==> config.mk <==
export PLATFORM = sky130hd
export DESIGN_NAME = ps2_key_ctrl
export DESIGN_NICKNAME = d
export VERILOG_FILES = /design/src/rtl/ps2_key_ctrl.sv
export SDC_FILE = /design/constraint.sdc
export NUM_CORES = 1
export LEC_CHECK = 0
export CORE_MARGIN = 4
export CORE_UTILIZATION = 56
export DETAILED_ROUTE_END_ITERATION = 7
export PLACE_DENSITY = 0.79
export SLEW_MARGIN = 30
export SYNTH_ARGS = -nofsm -noshare
export SYNTH_HDL_FRONTEND = slang
export SYNTH_SLANG_ARGS = --single-unit
==> constraint.sdc <==
create_clock -name clk -period 2.5 [get_ports clk]
set_clock_uncertainty 0.2 [all_clocks]
set_input_delay 0.75 -clock clk [delete_from_list [all_inputs] [get_ports clk]]
set_output_delay 0.75 -clock clk [all_outputs]
set_load 0.02 [all_outputs]
==> src/rtl/ps2_key_ctrl.sv <==
// PS/2 keyboard scan-code decoder. It handles E0/F0 prefixes, requests a resend on receive
// errors, queues events in a FIFO, and tracks the left/right arrow held state.
// Define PS2_TYPEMATIC_FILTER_EN to suppress typematic repeats of the held arrow keys.
module ps2_key_ctrl #(
  parameter int FIFO_DEPTH     = 4,
  parameter int PREFIX_TIMEOUT = 50000
) (
  input  logic       clk,
  input  logic       rst_n,
  input  logic       rx_valid,
  input  logic [7:0] rx_data,
  input  logic       rx_err,
  output logic       tx_req,
  output logic [7:0] tx_data,
  input  logic       tx_done,
  output logic       evt_valid,
  input  logic       evt_ready,
  output logic [7:0] evt_code,
  output logic       evt_ext,
  output logic       evt_break,
  output logic       left_held,
  output logic       right_held,
  output logic       ovf,
  input  logic       clr_ovf
);

  localparam int AW  = $clog2(FIFO_DEPTH);
  localparam int TCW = $clog2(PREFIX_TIMEOUT + 1);
  localparam int TW  = (TCW > 17) ? TCW : 17;
  localparam logic [TW-1:0] TMO_LAST = TW'(PREFIX_TIMEOUT - 1);

  typedef enum logic [2:0] {IDLE, EXT, BRK, EXT_BRK, RESEND} state_t;

  state_t        state_q, state_d, saved_q, saved_d;
  logic [TW-1:0] timer_q, timer_d;
  logic          ignore, push, ev_ext, ev_brk, fifo_push;
  logic          mk_l, mk_r, brk_l, brk_r;

  assign ignore = (rx_data == 8'hFA) || (rx_data == 8'hAA) || (rx_data == 8'hEE) ||
                  (rx_data == 8'h00) || (rx_data == 8'hFF);

  always_ff @(posedge clk or negedge rst_n) begin
    if (!rst_n) begin
      state_q <= IDLE;
      saved_q <= IDLE;
      timer_q <= '0;
    end else begin
      state_q <= state_d;
      saved_q <= saved_d;
      timer_q <= timer_d;
    end
  end

  always_comb begin
    state_d = state_q;
    saved_d = saved_q;
    timer_d = timer_q;
    push    = 1'b0;
    ev_ext  = 1'b0;
    ev_brk  = 1'b0;
    if (state_q == RESEND) begin
      // Timer stays frozen so a restored prefix keeps its remaining lifetime.
      if (tx_done) state_d = saved_q;
    end else if (rx_valid) begin
      timer_d = '0;
      if (rx_err) begin
        saved_d = state_q;
        state_d = RESEND;
      end else if (!ignore) begin
        if (rx_data == 8'hE0) begin
          state_d = (state_q == IDLE || state_q == EXT) ? EXT : IDLE;
        end else if (rx_data == 8'hF0) begin
          state_d = (state_q == IDLE) ? BRK : (state_q == EXT) ? EXT_BRK : IDLE;
        end else begin
          push    = 1'b1;
          ev_ext  = (state_q == EXT) || (state_q == EXT_BRK);
          ev_brk  = (state_q == BRK) || (state_q == EXT_BRK);
          state_d = IDLE;
        end
      end
    end else if (state_q == IDLE || timer_q == TMO_LAST) begin
      timer_d = '0;
      state_d = IDLE;
    end else begin
      timer_d = timer_q + 1'b1;
    end
  end

  assign tx_req  = (state_q == RESEND);
  assign tx_data = tx_req ? 8'hFE : 8'h00;

  assign mk_l  = push & ev_ext & ~ev_brk & (rx_data == 8'h6B);
  assign brk_l = push & ev_ext &  ev_brk & (rx_data == 8'h6B);
  assign mk_r  = push & ev_ext & ~ev_brk & (rx_data == 8'h74);
  assign brk_r = push & ev_ext &  ev_brk & (rx_data == 8'h74);

  always_ff @(posedge clk or negedge rst_n) begin
    if (!rst_n) begin
      left_held  <= 1'b0;
      right_held <= 1'b0;
    end else begin
      if (mk_l)       left_held  <= 1'b1;
      else if (brk_l) left_held  <= 1'b0;
      if (mk_r)       right_held <= 1'b1;
      else if (brk_r) right_held <= 1'b0;
    end
  end

`ifdef PS2_TYPEMATIC_FILTER_EN
  assign fifo_push = push & ~(mk_l & left_held) & ~(mk_r & right_held);
`else
  assign fifo_push = push;
`endif

  logic [AW:0] wr_ptr, rd_ptr;
  logic [9:0]  mem [FIFO_DEPTH];
  logic [9:0]  head;
  logic        full, pop, do_wr, overflow;

  assign evt_valid = (wr_ptr != rd_ptr);
  assign full      = (wr_ptr[AW] != rd_ptr[AW]) && (wr_ptr[AW-1:0] == rd_ptr[AW-1:0]);
  assign pop       = evt_valid & evt_ready;
  assign do_wr     = fifo_push & (~full | pop);
  assign overflow  = fifo_push & full & ~pop;
  assign head      = mem[rd_ptr[AW-1:0]];
  assign evt_code  = evt_valid ? head[7:0] : 8'h00;
  assign evt_ext   = evt_valid & head[9];
  assign evt_break = evt_valid & head[8];

  always_ff @(posedge clk) begin
    if (do_wr) mem[wr_ptr[AW-1:0]] <= {ev_ext, ev_brk, rx_data};
  end

  always_ff @(posedge clk or negedge rst_n) begin
    if (!rst_n) begin
      wr_ptr <= '0;
      rd_ptr <= '0;
      ovf    <= 1'b0;
    end else begin
      if (do_wr) wr_ptr <= wr_ptr + 1'b1;
      if (pop)   rd_ptr <= rd_ptr + 1'b1;
      if (overflow)     ovf <= 1'b1;
      else if (clr_ovf) ovf <= 1'b0;
    end
  end

endmodule

# Yosys cells after proc, flatten, opt, wreduce, memory -nomap -nowiden
# Memories as Yosys holds them, arrays and structs flattened.
# Cells that the tools add are included.
dict set report classes {
  addsub 3
  eq_ne 18
  mux 41
  bitwise 18
  reduce_logical 17
}
# op count
set op_table {}
lappend op_table {{8-bit equality test (second input constant)} 6}
lappend op_table {{17-bit two-way mux} 2}
lappend op_table {{1-bit two-way mux} 27}
lappend op_table {{3-bit two-way mux} 6}
lappend op_table {{17-bit by 1-bit adder with 17-bit output (second input constant)} 1}
lappend op_table {{17-bit by 16-bit equality test with 1-bit output (second input constant)} 1}
lappend op_table {{8-bit by 7-bit equality test with 1-bit output (second input constant)} 2}
lappend op_table {{8-bit two-way mux} 2}
lappend op_table {{1-bit bitwise AND} 13}
lappend op_table {{8-bit logical NOT} 1}
lappend op_table {{1-bit logical OR} 8}
lappend op_table {{2-bit two-way mux} 4}
lappend op_table {{3-bit by 1-bit adder with 3-bit output (second input constant)} 2}
lappend op_table {{3-bit by 2-bit equality test with 1-bit output (second input constant)} 2}
lappend op_table {{3-bit AND reduction} 2}
lappend op_table {{2-bit nonzero test} 3}
lappend op_table {{4-bit != test (second input constant)} 1}
lappend op_table {{1-bit NOT} 4}
lappend op_table {{3-bit by 1-bit equality test with 1-bit output (second input constant)} 1}
lappend op_table {{3-bit equality test (second input constant)} 1}
lappend op_table {{3-bit logical NOT} 1}
lappend op_table {{3-bit != test} 1}
lappend op_table {{3-bit nonzero test} 1}
lappend op_table {{2-bit equality test} 1}
lappend op_table {{4 further kinds} 4}
dict set report word_totals {
  register_bits 32
  ramBits 40
  output_inout_bits 23
  mem_count 1
}
# name words word_bits read_ports rd_clocked_by_memory_dff wr line
set memory_table {}
lappend memory_table {mem 4 10 1 0 1 116} ;# logic [9:0] mem [FIFO_DEPTH];

# Depth between registers and ports, before layout
# Gate-level depths: netlist of the first run.
dict set report depth {
  word_depth 14
  mapped_depth 8
}

# Worst setup path before layout of the first run
# OpenSTA, ideal clock, no wires.
dict set report synth_timing {
  path_kind {in2reg}
  startpoint {input port rx_data[6]}
  endpoint {memory mem[0][0], enable pin}
  setup_ns 0.376
  t_arrival_ns 1.955
  path_slack_ns -0.031
  path_stages 5
  cell_sequence {xor2_1 o21ai_0 a22oi_1 nand3_1 nor2_1}
}
dict set report synth_between {
  elab_chain_cells 12
  elab_cells_between_ends 20
  cone_classes {eq/ne: 6; mux: 8; bitwise: 1; reduce/logical: 5}
}
# item line
set synth_lines {}
lappend synth_lines {{start, declared} 11} ;# input logic [7:0] rx_data,
lappend synth_lines {{8-bit equality test} 39} ;# assign ignore = (rx_data == 8'hFA) || (rx_data == 8'hAA) || (rx_data == 8'hEE) ||
lappend synth_lines {{1-bit logical OR (3 in a row)} 39}
lappend synth_lines {{1-bit logical OR} 40} ;# (rx_data == 8'h00) || (rx_data == 8'hFF);
lappend synth_lines {{1-bit two-way mux *} 69} ;# end else if (!ignore) begin
lappend synth_lines {{1-bit two-way mux *} 66} ;# if (rx_err) begin
lappend synth_lines {{1-bit two-way mux *} 64} ;# end else if (rx_valid) begin
lappend synth_lines {{1-bit two-way mux *} 61} ;# if (state_q == RESEND) begin
lappend synth_lines {{1-bit bitwise AND *} 123} ;# assign do_wr = fifo_push & (~full | pop);
lappend synth_lines {{1-bit two-way mux *} 131} ;# if (do_wr) mem[wr_ptr[AW-1:0]] <= {ev_ext, ev_brk, rx_data};
lappend synth_lines {{1-bit two-way mux (implied by the code) *} 131}
lappend synth_lines {{end, declared} 116}
# Every way passes the cells marked *; elsewhere a longest branch is shown, timed or not.

# Worst setup path in the final report of the first run
dict set report layout_timing {
  startpoint {register rd_ptr[0]}
  endpoint {output port evt_code[4]}
}
dict set report layout_between {
  elab_chain_cells 2
  elab_cells_between_ends 3
  cone_classes {eq/ne: 1; mux: 1; memory: 1}
}
# item line
set layout_lines {}
lappend layout_lines {{start, declared} 115} ;# logic [AW:0] wr_ptr, rd_ptr;
lappend layout_lines {{start signal, assigned} 141} ;# if (pop) rd_ptr <= rd_ptr + 1'b1;
lappend layout_lines {{memory 4 x 10 bit / 3-bit != test (equally long branches)} -}
lappend layout_lines {{8-bit two-way mux *} 126} ;# assign evt_code = evt_valid ? head[7:0] : 8'h00;
lappend layout_lines {{end, declared} 18} ;# output logic [7:0] evt_code,
# Marks and branches as above.

==> results of run 1 <==
## registers in the layout, indices dropped and copies added (netlist names)
signal and flops:
state_q 3, rd_ptr 3, saved_q 3, timer_q 17
right_held 1, mem 40, ovf 1, left_held 1
wr_ptr 3
## Yosys cell counts (5+ instances only)
cell type / instances / area [um^2]
nor2_1: 14 / 52.6
clkbuf_1: 5 / 18.8
xnor2_1: 6 / 52.6
ha_1: 6 / 75.1
mux4_2: 10 / 225
nand2_1: 18 / 67.6
dfrtp_1: 32 / 801
nor2b_1: 10 / 62.6
and3_1: 5 / 31.3
a31oi_1: 6 / 37.5
a21oi_1: 9 / 45.0
xor2_1: 5 / 43.8
nor3_1: 6 / 30.0
o21ai_0: 14 / 70.1
nand3_1: 13 / 65.1
buf_4: 8 / 60.1
inv_1: 12 / 45.0
edfxtp_1: 40 / 1200
a21o_1: 6 / 45.0
mux2_2: 7 / 78.8
## routing by layer
layer  up-vias  track usage (%)  part of all wire [%]
met1      1225             27.7                    40
li1       1192                -                     -
met4         0             9.92                   2.0
met2        86             39.2                    53
met5         -                0                     0
met3        17             5.23                   5.2
## cell type report
type / instances / area, um^2 / area share, %
clock buffer: 9 / 124 / 2.70
clock inverter: 7 / 125 / 2.73
inverter: 12 / 48.8 / 1.06
multi-input combinational: 176 / 1410 / 30.6
sequential: 72 / 2000 / 43.7
tap: 75 / 93.8 / 2.05
timing repair buffer: 91 / 788 / 17.2
## power by group through the flow
stage / Combinational (uW) / Clock (uW) / Sequential (uW)
after global routing: 2260 / 1210 / 1490
final: 2100 / 1140 / 1470
after detailed placement: 1830 / 0 / 1480
after CTS: 1960 / 1150 / 1460
after floorplan: 1010 / 0 / 1480
after global placement: 1800 / 0 / 1470
## worst max-delay path, cell delays in order (launching register included)
cell and delay, ns:
dfrtp_2 0.44, buf_12 0.14, mux4_2 0.52, nor2b_4 0.15
buf_6 0.12
## how the worst max path moves through the flow
| stage | cells after the start | end | start | slack [ns] |
|---|---|---|---|---|
| 2_1_floorplan | 5 | mem[0][0]$_DFFE_PP_ | rx_data[6] | -0.03 |
| 3_3_place_gp | 6 | mem[2][7]$_DFFE_PP_ | rx_data[4] | -0.78 |
| 3_5_place_dp | 6 | mem[2][7]$_DFFE_PP_ | rx_data[4] | -0.80 |
| 4_1_cts | 5 | evt_code[3] | rd_ptr[0]$_DFFE_PN0P_ | -0.24 |
| 5_1_grt | 7 | evt_code[7] | rd_ptr[0]$_DFFE_PN0P_ | -0.25 |
| 6_report | 4 | evt_code[4] | rd_ptr[0]$_DFFE_PN0P_ | -0.16 |
## layout by cell type, fill, tap and decap left out, types with 10 or more instances in the layout
cell and instances:
nor2_1 11, dfrtp_1 31, mux4_2 10, edfxtp_1 40, nand2_1 17, nand3_1 12, o21ai_0 14, buf_4 50
## kinds of logic after synthesis
group	synth area share (%)
and+or+nand+nor	14.6
muxes	9.99
AOI/OAI and AO/OA	8.32
adders and majority gates	2.18
buffers and inverters	3.89
other	0.109
xor gates and xnor gates	2.80
DFF	58.1
## metrics by stage
step | TNS (ns) | setup slack [ns] | hold slack [ns] | instances | total power [uW]
after floorplan | -0.931 | -0.0310 | 0.251 | 275 | 2490
after global placement | -30.77 | -0.775 | 0.275 | 416 | 3270
after detailed placement | -33.42 | -0.801 | 0.284 | 416 | 3310
after CTS | -2.16 | -0.243 | 0.299 | 442 | 4570
after global routing | -2.53 | -0.254 | 0.309 | 442 | 4960
final | -1.56 | -0.161 | 0.299 | 442 | 4710
## repair_timing
| item | CTS | global route |
|---|---|---|
| pin swaps | 10 | 0 |
| buffers inserted | 8 | 1 |
| resized for setup | 97 | 20 |
| endpoints found under the setup margin | 63 | 33 |
| gates cloned | 2 | 0 |
==> results by group, run 1 <==
Global route
  – Tot GR Track Use: 22.8%
  – Via count of the first global-routing pass: ~2600
  – Antenna violations before repair: 0
  – Wire length of the first global-routing pass: 12.8 mm
  – Pin count of the biggest net entering global routing: 33
  – Gr ovfl total: 0

Cells and area
  – Number of filler cells placed in the layout: slightly below 400
  – Final instance area: roughly 4600 um^2
  – Final-stage net count: 383
  – Fraction of layout cells with a size suffix above 1: about 37%
  – ANT cells: 0
  – Area added between synthesis and finish: 33.2%
  – Final core utilization: about 77%

Floorplan
  – CORE AREA: 5960 um^2
  – DIE HEIGHT: about 86 um
  – Number of standard-cell rows in the floorplan: 28
  – Overall die width: between 80 and 90 um
  – Ports placed on the boundary: 38
  – Area enclosed by the die boundary: 7470 um^2
  – Effective utilization at floorplan: approximately 58%

STA
  – Number of slew-limit violations in the final report: 0
  – RSZ-0062 raised after global routing: true
  – Final critical-path required period: 2.66 ns
  – FMAX: approximately 380 MHz
  – Part of the cycle the worst path needs: 106%
  – Final-report hold violation count: 0
  – Smallest setup slack after layout: -0.161 ns
  – Worst Max-Slew Pin Slew: ~0.49 ns
  – Remaining max-slew budget at the tightest pin: between 60 and 70%
  – Final setup fails: 11

Pwr
  – Net switching power figure: between 1500 and 2000 uW
  – Highest ir drop seen on vdd: about 0.75 mV
  – Pwr/cell area: between 1000 and 1500 nW/um^2
  – Proportion of power drawn by combinational gates: 44.5%
  – Leakage: 0.00190 uW
  – Net Sw Frac: roughly 33%
  – Power share of the sequential group: between 30 and 40%
  – Internal power: approximately 3100 uW
  – Clock group share of total power: around 24%

Worst setup path
  – Cells on worst reg2reg path: 10
  – Startpoint type of the worst setup path: register
  – Highest net fanout along the worst path: 5
  – Setup Crit Path Kind: reg2out
  – Minimum setup slack among reg-to-reg paths: 0.14 ns
  – Arrival time at the worst endpoint: around 1.7 ns
  – Worst EP required: between 1.5 and 2 ns
  – Endpoint class of the critical path: output pin
  – Worst r2r dst: mem[0][0]$_DFFE_PP_
  – R2R Path Start: rd_ptr[0]$_DFFE_PN0P_

Clock tree
  – Number of buffers inserted by hold repair at cts: 0
  – Clk root buf: clkbuf_8
  – CTS Buffer Depth: 2
  – Clock transition at the registers of the reported paths: about 0.080 ns
  – Number of buffers created by CTS: 9
  – TritonCTS clock tree: yes
  – CTS H-tree depth: 3
  – Number of sinks on the clock net: 72
  – Insertion delay to the later sink of the worst-skew pair: about 0.35 ns

Logic synthesis
  – Register area share after synthesis: 58.1%
  – Number of standard cells after synthesis: 275
  – EDFF count, synth: 40
  – Async SR Flop Fraction: approximately 44%
  – Cell area after technology mapping: roughly 3400 um^2
  – Unique cell type count in the Yosys netlist: 43
  – Commonest register cell after synthesis: edfxtp_1
  – Post-synthesis sequential element count: 72
  – Synthesized Nets: ~300
  – Avg Inst Size Synth: around 13 um^2
  – Yosys warning count: 0

Placement
  – PortBufs: 36
  – Half-perimeter wire length of the detailed placement result: ~5.2 mm
  – Area after detailed placement: around 4200 um^2
  – Routability congestion estimate: just over 0.8

Routing
  – Average vias per placed instance: around 5.7
  – DRT Wirelength: between 7 and 8 mm
  – Number of antenna-violating nets in the routed design: 0
  – WL per Instance: 17.4 um
  – Residual DRC: 0
  – Via count: roughly 2500
  – DRC violation total after the first TritonRoute iteration: approximately 140
  – First-pass detailed-route iteration total: 4

Status
  – Run status: complete, but fails checks
  – Violated checks: negative setup slack

Worst hold path
  – Hold Crit Endpoint: timer_q[16]$_DFFE_PN0N_
  – Worst min-delay path category: reg2reg
  – Hold path startpoint: timer_q[16]$_DFFE_PN0N_
  – Hold depth: 1

Flow run
  – Max cap viols: 0
Power figures use the tool's default switching activity.
==> run 2: changes to the inputs <==
GPL_TIMING_DRIVEN = 0   (was unset)
PLACE_DENSITY = unset   (was 0.79)
PLACE_DENSITY_LB_ADDON = 0.1   (was unset)
SETUP_SLACK_MARGIN = 0.15   (was unset)
==> results by group, run 2 (synthesis results as in run 1) <==
Routing
  – DRC violation total after the first TritonRoute iteration: between 100 and 150
  – Number of antenna-violating nets in the routed design: 0
  – Average vias per placed instance: 5.67
  – DRT Wirelength: 7.56 mm
  – Residual DRC: 0
  – First-pass detailed-route iteration total: 4
  – WL per Instance: 17.5 um
  – Via count: ~2400

STA
  – Smallest setup slack after layout: -0.219 ns
  – Fin Hold WS: about 0.13 ns
  – RSZ-0062 raised after global routing: true
  – Final critical-path required period: between 2 and 3 ns
  – Final setup fails: 11
  – FMAX: 368 MHz
  – Number of slew-limit violations in the final report: 0
  – Part of the cycle the worst path needs: 109%
  – Final-report hold violation count: 0

Floorplan
  – Effective utilization at floorplan: between 50 and 60%
  – DIE HEIGHT: roughly 86 um
  – Overall die width: between 80 and 90 um
  – CORE AREA: roughly 6000 um^2
  – Number of standard-cell rows in the floorplan: 28
  – Ports placed on the boundary: 38
  – Area enclosed by the die boundary: around 7500 um^2

Global route
  – Wire length of the first global-routing pass: between 10 and 15 mm
  – Antenna violations before repair: 0
  – Tot GR Track Use: between 20% and 30%
  – Via count of the first global-routing pass: 2585
  – Pin count of the biggest net entering global routing: 19
  – Gr ovfl total: 0

Worst setup path
  – Cells on worst reg2reg path: 5
  – Worst EP required: ~1.6 ns
  – Worst r2r dst: state_q[1]$_DFFE_PN0P_
  – Arrival time at the worst endpoint: approximately 1.8 ns
  – Setup Crit Path Kind: reg2out
  – Minimum setup slack among reg-to-reg paths: between 0.2 and 0.3 ns
  – R2R Path Start: timer_q[11]$_DFFE_PN0N_
  – Startpoint type of the worst setup path: register
  – Highest net fanout along the worst path: 3
  – Endpoint class of the critical path: output pin

Placement
  – Half-perimeter wire length of the detailed placement result: 4.74 mm
  – Area after detailed placement: a little under 4000 um^2
  – Routability congestion estimate: a little under 0.9
  – Inst Count DP: 387
  – PortBufs: 36

Cells and area
  – Commonest non-fill, non-tap cells in the layout: edfxtp_1, dfrtp_1, buf_4
  – Flip-flop count of the largest register, all copies and words added: 40
  – Most common cell after layout, fill and taps aside: edfxtp_1
  – Area added between synthesis and finish: 31.4%
  – Final core utilization: between 70 and 80%
  – ANT cells: 0
  – Final instance area: between 4000 and 5000 um^2
  – Final standard cell count with taps included and fillers excluded: between 400 and 500
  – Fraction of layout cells with a size suffix above 1: a little under two fifths
  – Number of filler cells placed in the layout: between 400 and 500
  – Final-stage net count: approximately 370

Clock tree
  – CTS H-tree depth: 3
  – Clock transition at the registers of the reported paths: 0.08 ns
  – CTS Buffer Depth: 2
  – Number of buffers created by CTS: 9
  – TritonCTS clock tree: yes
  – Number of sinks on the clock net: 72
  – Clk root buf: clkbuf_8
  – Insertion delay to the later sink of the worst-skew pair: 0.34 ns

Pwr
  – Pwr/cell area: ~1000 nW/um^2
  – Leakage: 0.00184 uW
  – Post-route total power: approximately 4500 uW
  – Highest ir drop seen on vdd: between 0.6 and 0.7 mV

Flow run
  – Max cap viols: 0

Worst hold path
  – Worst min-delay path category: in2async

Status
  – Violated checks: negative setup slack
  – Run status: complete, but fails checks
[run 2: cell count changes in the layout (fill, tap and decap cells not counted), sizes merged]
cell           change
dlygate4sd2        -8
clkbuf             +5
clkdlybuf4s15      -5
clkinv             +3
bufinv             -2
inv                -2
buf                -1
clkdlybuf4s50      -1
[run 2: worst max path at each step]
stage | startpoint | endpoint | slack, ns | cells past startpoint
2_1_floorplan | rx_data[6] | mem[0][0]$_DFFE_PP_ | 0.15 | 5
3_3_place_gp | rx_data[4] | mem[0][5]$_DFFE_PP_ | -0.99 | 6
3_5_place_dp | rx_data[4] | mem[2][5]$_DFFE_PP_ | -1.04 | 6
4_1_cts | rd_ptr[0]$_DFFE_PN0P_ | evt_code[3] | -0.20 | 5
5_1_grt | rd_ptr[1]$_DFFE_PN0P_ | evt_code[3] | -0.27 | 6
6_report | rd_ptr[0]$_DFFE_PN0P_ | evt_break | -0.22 | 5
[run 2: layout make-up]
cell class	instances	area [um^2]	share of cell area, %
sequential	72	2000	44.3
inverter	12	50.0	1.10
tap	75	93.8	2.07
timing repair buffer	65	589	13.0
clock buffer	10	128	2.82
clock inverter	6	60.1	1.33
multi-input combinational	176	1440	31.8
buffer	15	165	3.65
[run 2: where the power goes]
group          internal [uW]  switching, uW
combinational           1070           1020
sequential              1390           92.0
clock                    456            431
total                   2920           1540
[run 2: repair_timing]
item	4_1_cts	5_1_grt
endpoints found under the setup margin	85	80
resized for setup	165	25
hold buffers	0	0
setup buffers	23	2
gates cloned	3	0
endpoints found under the hold margin	0	0
pin swaps	10	5
[run 2: routing by layer]
metal  GRT usage (%)  vias up  share of wire, %
met5               0        -                 0
met4            8.07        0               1.2
met3            3.42        8               3.5
met2            42.8       58                55
met1            25.4     1212                40
li1                -     1167                 -
[run 2: worst max-delay path, stage by stage (launching register included)]
cell and delay, ns:
dfrtp_2 0.43, buf_4 0.15, buf_4 0.13, mux4_2 0.42, nor2b_4 0.15, buf_4 0.15
[run 2: metrics by stage]
| step | setup slack (ns) | TNS (ns) |
|---|---|---|
| 4_1_cts | -0.199 | -1.94 |
| 3_5_place_dp | -1.04 | -58.82 |
| 6_report | -0.219 | -2.05 |
| 5_1_grt | -0.274 | -2.88 |
| 2_1_floorplan | 0.148 | 0 |
| 3_3_place_gp | -0.989 | -60.98 |
==> run 3: changes to the inputs <==
SLEW_MARGIN = 20   (was 30)
==> results of run 3 <==
No change in the layout: final DEF, timing and power equal those of run 2.
